$ cat src/rtl/key_step_pkg.sv
// Shared types and sizing helpers for the push-button step controller.
package key_step_pkg;

  typedef enum logic [1:0] {
    IDLE,
    PRESS_WAIT,
    HELD,
    RELEASE_WAIT
  } step_state_t;

  // Width of the shared debounce/repeat counter: $clog2(max(debounce, rpt) + 1).
  function automatic int unsigned cnt_width(input int unsigned debounce,
                                            input int unsigned rpt);
    int unsigned m;
    m = (debounce > rpt) ? debounce : rpt;
    return $clog2(m + 1);
  endfunction

endpackage

$ cat src/rtl/sync2.sv
// Two-flop synchronizer for an asynchronous single-bit input.
module sync2 #(
  parameter logic RST_VAL = 1'b0
) (
  input  logic clk,
  input  logic reset,
  input  logic d,
  output logic q
);

  logic meta;

  always_ff @(posedge clk or negedge reset) begin
    if (!reset) begin
      meta <= RST_VAL;
      q    <= RST_VAL;
    end else begin
      meta <= d;
      q    <= meta;
    end
  end

endmodule

$ cat src/rtl/key_step_ctrl.sv
// Debounced push-button step controller: single step, auto-repeat or free-run
// enable for the pipeline registers, plus a count of issued steps.
module key_step_ctrl
  import key_step_pkg::*;
#(
  parameter int unsigned DEBOUNCE_CYCLES = 1_000_000,
  parameter int unsigned REPEAT_CYCLES   = 0,
  parameter int unsigned CNT_W           = 32
) (
  input  logic             clk,
  input  logic             reset,
  input  logic             key_n,
  input  logic             run_sw,
  output logic             step_en,
  output logic             pressed,
  output logic [CNT_W-1:0] step_count
);

  localparam int unsigned DW = cnt_width(DEBOUNCE_CYCLES, REPEAT_CYCLES);
  localparam logic [DW-1:0] DEB_LAST = DW'(DEBOUNCE_CYCLES - 1);
  localparam logic [DW-1:0] RPT_LAST = DW'(REPEAT_CYCLES - 1);
  localparam bit RPT_EN = (REPEAT_CYCLES != 0);

  logic key_s;
  logic run_s;

  step_state_t state_q, state_d;
  logic [DW-1:0] cnt_q, cnt_d, cnt_inc;
  logic pulse;

  // Key idles released (high); run switch idles off.
  sync2 #(.RST_VAL(1'b1)) u_sync_key (
    .clk   (clk),
    .reset (reset),
    .d     (key_n),
    .q     (key_s)
  );

  sync2 #(.RST_VAL(1'b0)) u_sync_run (
    .clk   (clk),
    .reset (reset),
    .d     (run_sw),
    .q     (run_s)
  );

  always_ff @(posedge clk or negedge reset) begin
    if (!reset) begin
      state_q <= IDLE;
      cnt_q   <= '0;
    end else begin
      state_q <= state_d;
      cnt_q   <= cnt_d;
    end
  end

  // The entering IDLE sample counts as the first stable one, so a wait state
  // completes once the incremented count reaches DEBOUNCE_CYCLES-1.
  always_comb begin
    state_d = state_q;
    cnt_d   = cnt_q;
    pulse   = 1'b0;
    cnt_inc = cnt_q + DW'(1);
    unique case (state_q)
      IDLE: begin
        if (!key_s) state_d = PRESS_WAIT;
      end
      PRESS_WAIT: begin
        if (key_s) begin
          state_d = IDLE;
        end else if (cnt_inc == DEB_LAST) begin
          state_d = HELD;
          pulse   = 1'b1;
        end else begin
          cnt_d = cnt_inc;
        end
      end
      HELD: begin
        if (key_s) begin
          state_d = RELEASE_WAIT;
        end else if (RPT_EN) begin
          if (cnt_q == RPT_LAST) begin
            pulse = 1'b1;
            cnt_d = '0;
          end else begin
            cnt_d = cnt_inc;
          end
        end
      end
      RELEASE_WAIT: begin
        if (!key_s) begin
          state_d = HELD;
        end else if (cnt_inc == DEB_LAST) begin
          state_d = IDLE;
        end else begin
          cnt_d = cnt_inc;
        end
      end
      default: state_d = IDLE;
    endcase
    if (state_d != state_q) cnt_d = '0;
  end

  // Registered outputs; run mode absorbs FSM pulses.
  always_ff @(posedge clk or negedge reset) begin
    if (!reset) begin
      step_en    <= 1'b0;
      pressed    <= 1'b0;
      step_count <= '0;
    end else begin
      step_en <= run_s | pulse;
      pressed <= (state_d == HELD) || (state_d == RELEASE_WAIT);
      if (step_en) step_count <= step_count + CNT_W'(1);
    end
  end

endmodule

$ cat config.mk
export PLATFORM = sky130hd
export DESIGN_NAME = key_step_ctrl
export DESIGN_NICKNAME = d
export VERILOG_FILES = /design/src/rtl/key_step_pkg.sv /design/src/rtl/sync2.sv /design/src/rtl/key_step_ctrl.sv
export SDC_FILE = /design/constraint.sdc
export NUM_CORES = 1
export LEC_CHECK = 0
export CAP_MARGIN = 20
export CORE_UTILIZATION = 55
export DETAILED_ROUTE_END_ITERATION = 12
export PLACE_DENSITY = 0.89
export SYNTH_ARGS = -nofsm -noshare
export SYNTH_HDL_FRONTEND = slang
export SYNTH_SLANG_ARGS = --single-unit
$ cat constraint.sdc
create_clock -name clk -period 3.55 [get_ports clk]
set_input_delay 0.355 -clock clk [delete_from_list [all_inputs] [get_ports clk]]
set_output_delay 0.355 -clock clk [all_outputs]
set_load 0.01 [all_outputs]
# Word-level counts from Yosys, hierarchy flattened
# Cells that the tools add are included.
dict set report word_totals {
  ram_bits 0
  register_bits 60
  mem_count 0
  input_bits 4
  elab_cells 40
  latch_bits 0
  mem_bits_ro 0
}
dict set report classes {
  shifts 0
  n_addsub 2
  n_mux 15
  bitwise_logic 1
  n_eq_ne 9
  mul 0
  reduce_logical 4
  n_lt_le_gt_ge 0
  div 0
}
# operator count
set op_table {}
lappend op_table {{$mux W20} 4}
lappend op_table {{$pmux W20 S2} 1}
lappend op_table {{$add A32 B1 Y32 const B} 1}
lappend op_table {{$add A20 B1 Y20 const B} 1}
lappend op_table {{$eq A20 B20 Y1 const B} 1}
lappend op_table {{$mux W2} 6}
lappend op_table {{$eq A2 B2 Y1 const B} 4}
lappend op_table {{$pmux W2 S4} 1}
lappend op_table {{$mux W1} 3}
lappend op_table {{$ne A3 B2 Y1 const B} 1}
lappend op_table {{$ne A3 B3 Y1 const B} 1}
lappend op_table {{$reduce_and A3 Y1} 1}
lappend op_table {{$reduce_bool A3 Y1} 1}
lappend op_table {{$eq A2 B1 Y1 const B} 1}
lappend op_table {{$logic_not A2 Y1} 1}
lappend op_table {{$ne A2 B2 Y1} 1}
lappend op_table {{$logic_or A1 B1 Y1} 1}
lappend op_table {{$or A1 B1 Y1} 1}

# Depth between registers and ports, before layout
# Gate-level depths: netlist (run 1).
dict set report depth {
  word_depth 8
  depth_mapped 9
  ltp_nobuf 7
}

# Modules after synthesis
# A second synthesis (run 1) with hierarchy kept.
dict set report unflattened {
  cells_unflattened 302
  area_unflattened_um2 3090.5
}
# module instances cells_each seq_area_each_um2 area_each_um2
set by_module_without_submodules {}
lappend by_module_without_submodules {key_step_ctrl 1 298 1401.3 2987.9}
lappend by_module_without_submodules {{sync2 at u_sync_key} 1 2 52.6 52.6}
lappend by_module_without_submodules {{sync2 at u_sync_run} 1 2 50.0 50.0}

# Worst setup path after synthesis (run 1)
# Ideal clock, no wire load.
dict set report synth_timing {
  kind {reg2reg}
  start {reg cnt_q[1]}
  end {reg cnt_q[18]}
  stages_incl_launch_ff 8
  period_less_slack_ns 2.499
  n_path_buf 0
  setup_slack_ns 1.051
  arrival_ns 2.378
  path_cell_list {dfrtp_1 -> ha_1 -> nand4_4 -> or3_4 -> a2111oi_4 -> o21ai_0 -> or4b_1 -> a32o_1}
}
dict set report synth_between {
  elab_chain_cells 8
}
# item line
set synth_lines {}
lappend synth_lines {{from (decl)} key_step_ctrl.sv:28} ;# logic [DW-1:0] cnt_q, cnt_d, cnt_inc;
lappend synth_lines {{from (signal assigned)} key_step_ctrl.sv:52} ;# cnt_q <= cnt_d;
lappend synth_lines {{$add A20 B1 Y20 (*)} key_step_ctrl.sv:62} ;# cnt_inc = cnt_q + DW'(1);
lappend synth_lines {{$eq A20 B20 Y1} {key_step_ctrl.sv:70, key_step_ctrl.sv:92}}
lappend synth_lines {{$mux W2 (on tied branches)} {key_step_ctrl.sv:92, key_step_ctrl.sv:70}}
lappend synth_lines {{$mux W2 (on tied branches)} {key_step_ctrl.sv:90, key_step_ctrl.sv:68}}
lappend synth_lines {{$pmux W2 S4} key_step_ctrl.sv:63} ;# unique case (state_q)
lappend synth_lines {{$ne A2 B2 Y1} key_step_ctrl.sv:100} ;# if (state_d != state_q) cnt_d = '0;
lappend synth_lines {{$ne A3 B3 Y1 (no source line) (tied with other cells)} --}
lappend synth_lines {{$reduce_and A3 Y1 (no source line)} --}
# Every way passes the cells marked *; elsewhere a longest branch is shown, timed or not. The select of a mux whose other input is x is not followed.
# A chain may end at the register's enable or synchronous reset.

# Final worst setup path (run 1)
dict set report layout_timing {
  start {reg cnt_q[0]}
  end {reg pressed}
}
dict set report layout_between {
  elab_chain_cells 7
}
# item line
set layout_lines {}
lappend layout_lines {{$add A20 B1 Y20 (*)} key_step_ctrl.sv:62}
lappend layout_lines {{$eq A20 B20 Y1 (*)} {key_step_ctrl.sv:70, key_step_ctrl.sv:92}}
lappend layout_lines {{$mux W2 (on tied branches)} {key_step_ctrl.sv:92, key_step_ctrl.sv:70}}
lappend layout_lines {{$mux W2 (on tied branches)} {key_step_ctrl.sv:90, key_step_ctrl.sv:68}}
lappend layout_lines {{$pmux W2 S4 (*)} key_step_ctrl.sv:63}
lappend layout_lines {{$eq A2 B2 Y1} key_step_ctrl.sv:111} ;# pressed <= (state_d == HELD) || (state_d == RELEASE_WAIT);
lappend layout_lines {{$logic_or A1 B1 Y1 (*)} key_step_ctrl.sv:111}
lappend layout_lines {{to (signal assigned)} key_step_ctrl.sv:111}
lappend layout_lines {{to (decl)} key_step_ctrl.sv:15} ;# output logic pressed,
# Every way passes the cells marked *; elsewhere a longest branch is shown, timed or not.

==> out/metrics.cfg, run 1 <==
[synth]
synth_edf_count=0
synth.distinct_cells=46
postSynthAreaPerCell_um2=10.2
synthAdderAreaFrac=0.0120
synth-compound-area-share=0.0925
ys_ff_latch=60
synthMuxAreaShare=0.00996
synth_top_family_by_area=simple AND/OR/NAND/NOR gates
synth-xor-area-share=0.137
ys_async_sr_fraction=1.00
ys.flop_type=dfrtp_1
synth_nets=314
syn_inst=307
syn_area_mm2=0.00314
yosys_warnings=0
yosys.area_share.simple=0.239
synth-seq-area-share=0.479

[die]
start_util=0.570
rows=27
die_w_um=77.6
core_mm2=0.00551
dieArea_mm2=0.00601
die_h_um=77.6
pin_count=38

[timing]
setup_viol=0
worst_pin_slew_ns=0.856
tns_ns=0
setup_ws_ns=0.515
hold_slack_ns=0.125
max_freq_mhz=329
maxSlewViolCount=0
final_hold_viol_count=0
period_minus_slack_ns=3.04
skew_ns=0.00468
rsz0062_at_grt=no
finalCritPeriodShare=0.855
relSlewSlack=0.429

[power_and_ir_drop]
power_frac_comb=0.125
p_leak_nw=1.52
pwr-share-clk=0.370
p_switching_mw=0.417
switching_share=0.268
peakVddDrop_mv=0.352
powerDensity_mw_per_mm2=418
power_mw=1.56
seqPwrFrac=0.505
p_int_mw=1.14

[critical_path]
end_kind=flop
startpoint_type=flop
arrival_ns=3.29
path_delay_family=simple AND/OR/NAND/NOR gates
cpPeakStageDelay_ns=0.70
path_buf_inv=0
reg2reg_depth=7
crit_chain=ha_1 > nand4_4 > or3_4 > a2111oi_4 > o21ai_1 > nor4b_4 > mux2i_1
r2r-start=cnt_q[0]
cp_max_fo=14
path_depth=7
rrSetupSlack_ns=0.51
cp_slowest_cell=nor4b_4
r2r-end=pressed
cp_data_required_time_ns=3.80
crit_type=reg2reg

[global_route]
grt_max_degree=40
gr-total-overflow=0
grt_pass1_vias=2462
grtUsageTotal=0.247
grt_pass1_wl_um=11500
antenna_found_initial=0

[route]
via_per_inst=5.88
ant_nets=0
routed_wl_um=6750
drc_errors=0
firstDrtPassIters=4
drtIter0Drc=215
wl_per_cell_um=16.1
route.vias.total=2462

[placement]
dpl_worst_slack_ns=0.510
placed_cell_area_mm2=0.00352
gp_congestion=0.855
dp.cells=402
portBuffers=37
dp_hpwl_um=4620

[cts]
ctsHoldBuffers=0
post-cts-setup-buffer-count=0
cts_tree=yes
cts-buffers-inserted=9
cts_resized=0
cts.sink_count=60
clock-root-buffer=clkbuf_8
worstSkewPairLatency_ns=0.33
cts_buffer_depth=2
htreeDepth=3
path_clk_slew_ns=0.07

[final_layout]
diodes=0
area_growth_pct=18.5
layout.nets=349
post-route-util=0.676
finalInstanceArea_mm2=0.00372
drive_above_1_share=0.0893
stdcell_count=419

[flow_run]
max_cap_viol_count=0

[status]
status=complete, no violations

[hold_path]
holdCritPathClass=in2async

[logic make-up after synthesis]
family                     Yosys count
muxes                                3
xor gates and xnor gates            49
and+or+nand+nor                    130
adders and majority gates            3
buffers and inverters               20
DFF                                 60
AOI/OAI and AO/OA                   42
[cells in the final DEF (no fill, tap or decap), types with 11 or more instances in the layout]
master            n
xor2_1           12
and4_1           11
nand2_1          39
nand3_1          22
dfrtp_1          58
xnor2_1          37
o21ai_0          12
clkbuf_8         12
clkdlybuf4s50_1  36
nor2_1           16
[registers in the layout, indices dropped and copies added, names as in the netlist]
register / cells
u_sync_run.q: 1
state_q: 2
u_sync_run.meta: 1
step_count: 32
u_sync_key.meta: 1
u_sync_key.q: 1
cnt_q: 20
pressed: 1
step_en: 1
[worst max path at each step]
stage                            to     start  slack [ns]
final                       pressed  cnt_q[0]        0.51
after global routing        pressed  cnt_q[0]        0.27
after CTS                   pressed  cnt_q[0]        0.50
after detailed placement    pressed  cnt_q[0]        0.51
after global placement     cnt_q[5]  cnt_q[0]        0.69
after floorplan           cnt_q[18]  cnt_q[1]        1.05
[synthesized netlist by cell type, drive strengths merged (3+ instances only)]
master	count	area share
xor2	12	0.033
a21oi	3	0.0048
clkbuf	7	0.0084
nand4	11	0.027
nor3	4	0.0064
dfrtp	58	0.46
o22ai	5	0.010
nor3b	3	0.0072
nand2	39	0.047
and4	11	0.031
nor4	3	0.012
o31ai	10	0.024
ha	3	0.012
xnor2	37	0.10
nor2	16	0.019
o21ai	14	0.022
buf	8	0.016
and3	10	0.020
nand3	24	0.041
inv	5	0.0060
[layer usage]
metal	global-route usage	part of all wire	up-vias
met3	0.0659	0.059	9
met4	0.0962	0.013	0
li1	-	-	1165
met2	0.400	0.49	79
met1	0.315	0.44	1209
met5	0	0	-
[layout make-up]
class                      count  area [um2]
inverter                       5        18.8
clock buffer                  12         165
fill                         417        1790
multi-input combinational    227        1540
clock inverter                 4        22.5
timing repair buffer          39         380
sequential                    60        1500
tap                           72        90.1
[power groups by stage]
stage	Combinational, mW	Clock (mW)	Sequential [mW]
after floorplan	0.0744	0	0.799
after global routing	0.208	0.618	0.793
after detailed placement	0.195	0	0.792
final	0.194	0.577	0.786
after global placement	0.186	0	0.792
after CTS	0.196	0.588	0.784
(Power assumes the default switching activity.)
==> run 2, diff against run 1 <==
SYNTH_HIERARCHICAL = 1   (was unset)
==> run 2 against run 1 <==
Compared with the run above: setup slack better by 0.37 ns; register-to-register slack better by 0.37 ns; clock-buffer cell count down 1; largest power group unchanged; highest routed layer unchanged.
==> out/metrics.cfg, run 2 <==
[status]
status=complete, no violations

[route]
wl_per_cell_um=16.1  ; +0.15%
firstDrtPassIters=4  ; unchanged
drc_errors=0  ; unchanged
ant_nets=0  ; unchanged
route.vias.total=2477  ; +0.61%
via_per_inst=6.01  ; +2.3%
drtIter0Drc=192  ; -11%
routed_wl_um=6640  ; -1.5%

[timing]
relSlewSlack=0.335  ; -0.0944
final_hold_viol_count=0  ; unchanged
period_minus_slack_ns=2.66  ; -0.372 ns
max_freq_mhz=376  ; +14%
skew_ns=0.00993  ; +0.00525 ns
rsz0062_at_grt=no
finalCritPeriodShare=0.750  ; -0.105
worst_pin_slew_ns=0.995  ; +0.139 ns
maxSlewViolCount=0  ; unchanged
tns_ns=0  ; unchanged
setup_viol=0  ; unchanged

[cts]
cts.sink_count=60  ; unchanged
post-cts-setup-buffer-count=0  ; unchanged
cts_buffer_depth=2  ; unchanged
worstSkewPairLatency_ns=0.34  ; about the same
path_clk_slew_ns=0.07  ; about the same
clock-root-buffer=clkbuf_8
ctsHoldBuffers=0  ; unchanged
htreeDepth=3  ; unchanged
cts_tree=yes
cts_resized=0  ; unchanged
cts-buffers-inserted=9  ; unchanged

[die]
die_h_um=77.0  ; -0.76%
start_util=0.586  ; +0.0163
core_mm2=0.00527  ; -4.3%
pin_count=38  ; unchanged
dieArea_mm2=0.00592  ; -1.5%
die_w_um=77.0  ; -0.76%
rows=26  ; -3.7%

[hold_path]
holdCritPathClass=in2async

[synth]
ys_ff_latch=60  ; unchanged
synth_nets=309  ; -1.6%
yosysMostFrequentCell=dfrtp_1
syn_area_mm2=0.00309  ; -1.6%
yosys_warnings=6  ; +6
synth.distinct_cells=52  ; +13%
synth_area_leaders=dfrtp_1 47%, xnor2_1 8.8%, nand3_1 3.7%, nand2_1 3.4%, o31ai_1 3.2%
syn_inst=302  ; -1.6%
postSynthAreaPerCell_um2=10.2  ; about the same
synth-seq-area-share=0.487  ; +0.00756
ys.flop_type=dfrtp_1
synth_edf_count=0  ; unchanged
ys_async_sr_fraction=1.00  ; unchanged
synth_top_area_cell=dfrtp_1
synth.top_cell.area_share=0.470  ; +0.00730
synth_common_cells=58 x dfrtp_1, 31 x xnor2_1, 28 x nand2_1

[critical_path]
arrival_ns=2.90  ; -0.39 ns
end_kind=flop
cp_max_fo=20  ; +6
reg2reg_depth=9  ; +2
startpoint_type=flop
crit_type=reg2reg
r2r-end=cnt_q[14]
crit_start=cnt_q[0]
rrSetupSlack_ns=0.89  ; +0.37 ns
r2r-start=cnt_q[0]
cp_data_required_time_ns=3.78  ; -0.02 ns

[final_layout]
largest_reg_flops=32  ; unchanged
fillers=399  ; -4.3%
finalInstanceArea_mm2=0.00366  ; -1.6%
drive_above_1_share=0.0877  ; -0.00162
diodes=0  ; unchanged
layout_commonest_cell=dfrtp_1
layout_common_cells=58 x dfrtp_1, 36 x clkdlybuf4s50_1, 31 x xnor2_1, 28 x nand2_1, 23 x nand3_1
post-route-util=0.695  ; +0.0192
area_growth_pct=18.5  ; about the same
largest_registers=step_count (32), cnt_q (20), state_q (2)
top_register=step_count
layout.nets=344  ; -1.4%
seq_area_mm2=0.00150  ; unchanged
stdcell_count=412  ; -1.7%
multi_input_area_mm2=0.00150  ; -2.3%

[placement]
dp.cells=396  ; -1.5%
dp_hpwl_um=4560  ; -1.3%
placed_cell_area_mm2=0.00348  ; -1.2%
portBuffers=37  ; unchanged
gp_congestion=0.953  ; +12%

[power_and_ir_drop]
powerDensity_mw_per_mm2=418  ; about the same
p_leak_nw=1.56  ; +2.9%
peakVddDrop_mv=0.338  ; -3.9%

[global_route]
grtUsageTotal=0.246  ; -0.000761
grt_pass1_wl_um=11200  ; -2.8%
grt_pass1_vias=2371  ; -3.7%
antenna_found_initial=0  ; unchanged
grt_max_degree=35  ; -13%
gr-total-overflow=0  ; unchanged

[flow_run]
max_cap_viol_count=0  ; unchanged

-- run 2: cell families (layout without fill, tap and decap cells) --
family	after synthesis	in the layout	share of synthesized area
fa+ha+maj	3	3	0.0121
buf+inv	17	57	0.0267
flops	60	60	0.487
xor+xnor	39	39	0.111
simple gates	134	134	0.248
compound gates	45	45	0.101
mux	4	4	0.0150
-- run 2: per-stage QoR --
step,worst slack [ns],power [mW],hold slack [ns]
after floorplan,1.29,0.877,0.0594
after global placement,1.08,0.983,0.333
after detailed placement,0.942,0.993,0.348
after CTS,0.929,1.54,0.0799
after global routing,0.735,1.59,0.132
final,0.887,1.53,0.0691
-- run 2: how the worst max path moves through the flow --
stage | cells after the start | slack, ns | endpoint
2_1_floorplan | 9 | 1.29 | cnt_q[14]
3_3_place_gp | 8 | 1.08 | cnt_q[14]
3_5_place_dp | 9 | 0.94 | cnt_q[14]
4_1_cts | 9 | 0.93 | cnt_q[14]
5_1_grt | 9 | 0.74 | cnt_q[14]
6_report | 9 | 0.89 | cnt_q[14]
-- run 2: final cells by class --
cell class | instances | share of cell area
Clock inverter | 5 | 0.00991
Sequential cell | 60 | 0.411
Multi-Input combinational cell | 225 | 0.411
Clock buffer | 11 | 0.0386
Tap cell | 70 | 0.0239
Inverter | 2 | 0.00205
Timing Repair Buffer | 39 | 0.104
-- run 2: where the power goes --
group	switching [mW]	internal (mW)
clock network	0.277	0.273
logic	0.0887	0.109
registers	0.0585	0.726
-- run 2: per-layer routing --
layer,share of wire,global-route usage,wire length [um]
met1,0.45,0.323,3000
met2,0.48,0.380,3160
met3,0.049,0.0393,325
met4,0.023,0.156,153
met5,0,0,0
-- run 2: worst max-delay path, cell delays in order (launching register included) --
cell and delay [ns]:
dfrtp_1 0.47, ha_1 0.30, and4_1 0.32, nand2_1 0.15, nor3_1 0.24, o221ai_2 0.13, nor4_2 0.25, buf_4 0.29
o31ai_1 0.12, mux2_4 0.29
==> run 3, diff against run 2 <==
clock period = 2.8 ns   (was 3.55 ns; I/O delays follow)
==> run 3 against run 2 <==
Compared with the run above: first-iteration DRC count down 49%; largest cell class unchanged; worst hold slack better by 0.28 ns; die area is the same.
==> out/metrics.cfg, run 3 (synthesis results as in run 2) <==
[placement]
dp_hpwl_um=4570  ; +0.19%
dp.cells=401  ; +1.3%
gp_congestion=1.03  ; +8.1%
dpl_worst_slack_ns=0.246  ; -0.696 ns
portBuffers=37  ; unchanged

[die]
die_w_um=77.0  ; unchanged
start_util=0.586  ; unchanged
core_mm2=0.00527  ; unchanged
pin_count=38  ; unchanged
die_h_um=77.0  ; unchanged
rows=26  ; unchanged
dieArea_mm2=0.00592  ; unchanged

[route]
route.vias.total=2470  ; -0.28%
via_per_inst=5.91  ; -1.7%
routed_wl_um=6580  ; -1.0%
wl_per_cell_um=15.7  ; -2.5%
drtIter0Drc=98  ; -49%
ant_nets=0  ; unchanged
firstDrtPassIters=5  ; +1
drc_errors=0  ; unchanged

[final_layout]
layout_commonest_cell=dfrtp_1
layout.nets=350  ; +1.7%
layout_common_cells=57 x dfrtp_1, 36 x clkdlybuf4s50_1, 31 x xnor2_1, 28 x nand2_1, 23 x nand3_1
area_growth_pct=21.7
diodes=0  ; unchanged
largest_registers=step_count (32), cnt_q (20), state_q (2)
largest_reg_flops=32  ; unchanged
post-route-util=0.713  ; +0.0188
fillers=408  ; +2.3%
stdcell_count=418  ; +1.5%
top_register=step_count
drive_above_1_share=0.101  ; +0.0129

[critical_path]
path_buf_inv=1  ; unchanged
cp-endpoint=cnt_q[4]
cp_max_fo=11  ; -45%
crit_start=cnt_q[1]
r2r-start=cnt_q[1]
crit_chain=ha_1 > and4_1 > nand2_1 > nor3_1 > o221ai_2 > nor4_2 > buf_4 > nand2b_1 > o211ai_1
reg2reg_depth=9  ; unchanged
cpPeakStageDelay_ns=0.48  ; about the same
path_delay_family=simple AND/OR/NAND/NOR gates
end_kind=flop
crit_type=reg2reg
startpoint_type=flop
cp_slowest_cell=dfrtp_1
cp_data_required_time_ns=3.02  ; -0.76 ns
r2r-end=cnt_q[4]
arrival_ns=2.83  ; -0.07 ns
rrSetupSlack_ns=0.19  ; -0.70 ns
path_depth=9  ; unchanged

[flow_run]
max_cap_viol_count=0  ; unchanged

[hold_path]
hold_depth=1
holdCritPathClass=in2reg
hp-start=key_n

[global_route]
grtUsageTotal=0.245  ; -0.000959
grt_pass1_wl_um=11200  ; +0.24%
grt_max_degree=26  ; -26%
antenna_found_initial=0  ; unchanged
gr-total-overflow=0  ; unchanged
grt_pass1_vias=2459  ; +3.7%

[cts]
htreeDepth=3  ; unchanged
clock-root-buffer=clkbuf_8
cts_tree=yes
worstSkewPairLatency_ns=0.34  ; about the same
path_clk_slew_ns=0.07  ; about the same
cts.sink_count=60  ; unchanged
cts-buffers-inserted=9  ; unchanged
post-cts-setup-buffer-count=0  ; unchanged
cts_buffer_depth=2  ; unchanged

[power_and_ir_drop]
peakVddDrop_mv=0.497  ; +47%
switching_share=0.241  ; -0.0361
powerDensity_mw_per_mm2=565  ; +35%
p_leak_nw=1.62  ; +3.9%
p_switching_mw=0.511  ; +21%
p_int_mw=1.61  ; +46%
power_frac_comb=0.117  ; -0.012
seqPwrFrac=0.467  ; -0.045
pwr-share-clk=0.415  ; +0.056
power_mw=2.12  ; +39%

[timing]
finalCritPeriodShare=0.932  ; +0.182
rsz0062_at_grt=no
maxSlewViolCount=0  ; unchanged
setup_viol=0  ; unchanged
tns_ns=0  ; unchanged
period_minus_slack_ns=2.61  ; -0.0532 ns
final_hold_viol_count=0  ; unchanged
max_freq_mhz=383  ; +2.0%
relSlewSlack=0.578  ; +0.243
setup_ws_ns=0.190  ; -0.697 ns
worst_pin_slew_ns=0.632  ; -0.364 ns
skew_ns=0.0124  ; +0.00251 ns

[status]
status=complete, no violations

-- run 3: how the worst min path moves through the flow --
stage                            endpoint  slack, ns
after floorplan                  cnt_q[0]      -0.02
final                     u_sync_key/meta       0.35
after detailed placement  u_sync_run/meta       0.20
after global routing      u_sync_key/meta       0.34
after global placement    u_sync_run/meta       0.20
after CTS                 u_sync_key/meta       0.34
-- run 3: area by class of cell --
class | instances | area, um2 | share of cell area
multi-input combinational | 225 | 1500 | 0.400
tap | 70 | 87.6 | 0.0233
timing repair buffer | 45 | 428 | 0.114
sequential | 60 | 1510 | 0.400
clock inverter | 3 | 68.8 | 0.0183
clock buffer | 13 | 159 | 0.0423
inverter | 2 | 7.51 | 0.00200
-- run 3: what timing repair did --
item | in CTS | in global routing
hold buffers | 1 | 0
endpoints found under the setup margin | 0 | 1
resized for setup | 0 | 1
hold endpoints to repair | 13 | 0
-- run 3: power by group through the flow --
stage                     sequential (mW)  combinational [mW]  clock [mW]
after floorplan                      1.02              0.0952           0
after global placement               1.01               0.242           0
after detailed placement             1.00               0.252           0
after CTS                           0.993               0.253       0.895
after global routing                 1.00               0.272       0.930
final                               0.993               0.249       0.882
-- run 3: through the flow --
step,hold slack [ns],instance area [um2]
floorplan,-0.0156,3090
global placement,0.200,3520
detailed placement,0.205,3520
CTS,0.336,3760
global route,0.339,3760
finish,0.347,3760
-- run 3: routing by layer --
layer  share of wire  track usage
met5               0            0
met4           0.024        0.144
met3           0.055       0.0571
met2            0.48        0.390
met1            0.44        0.304
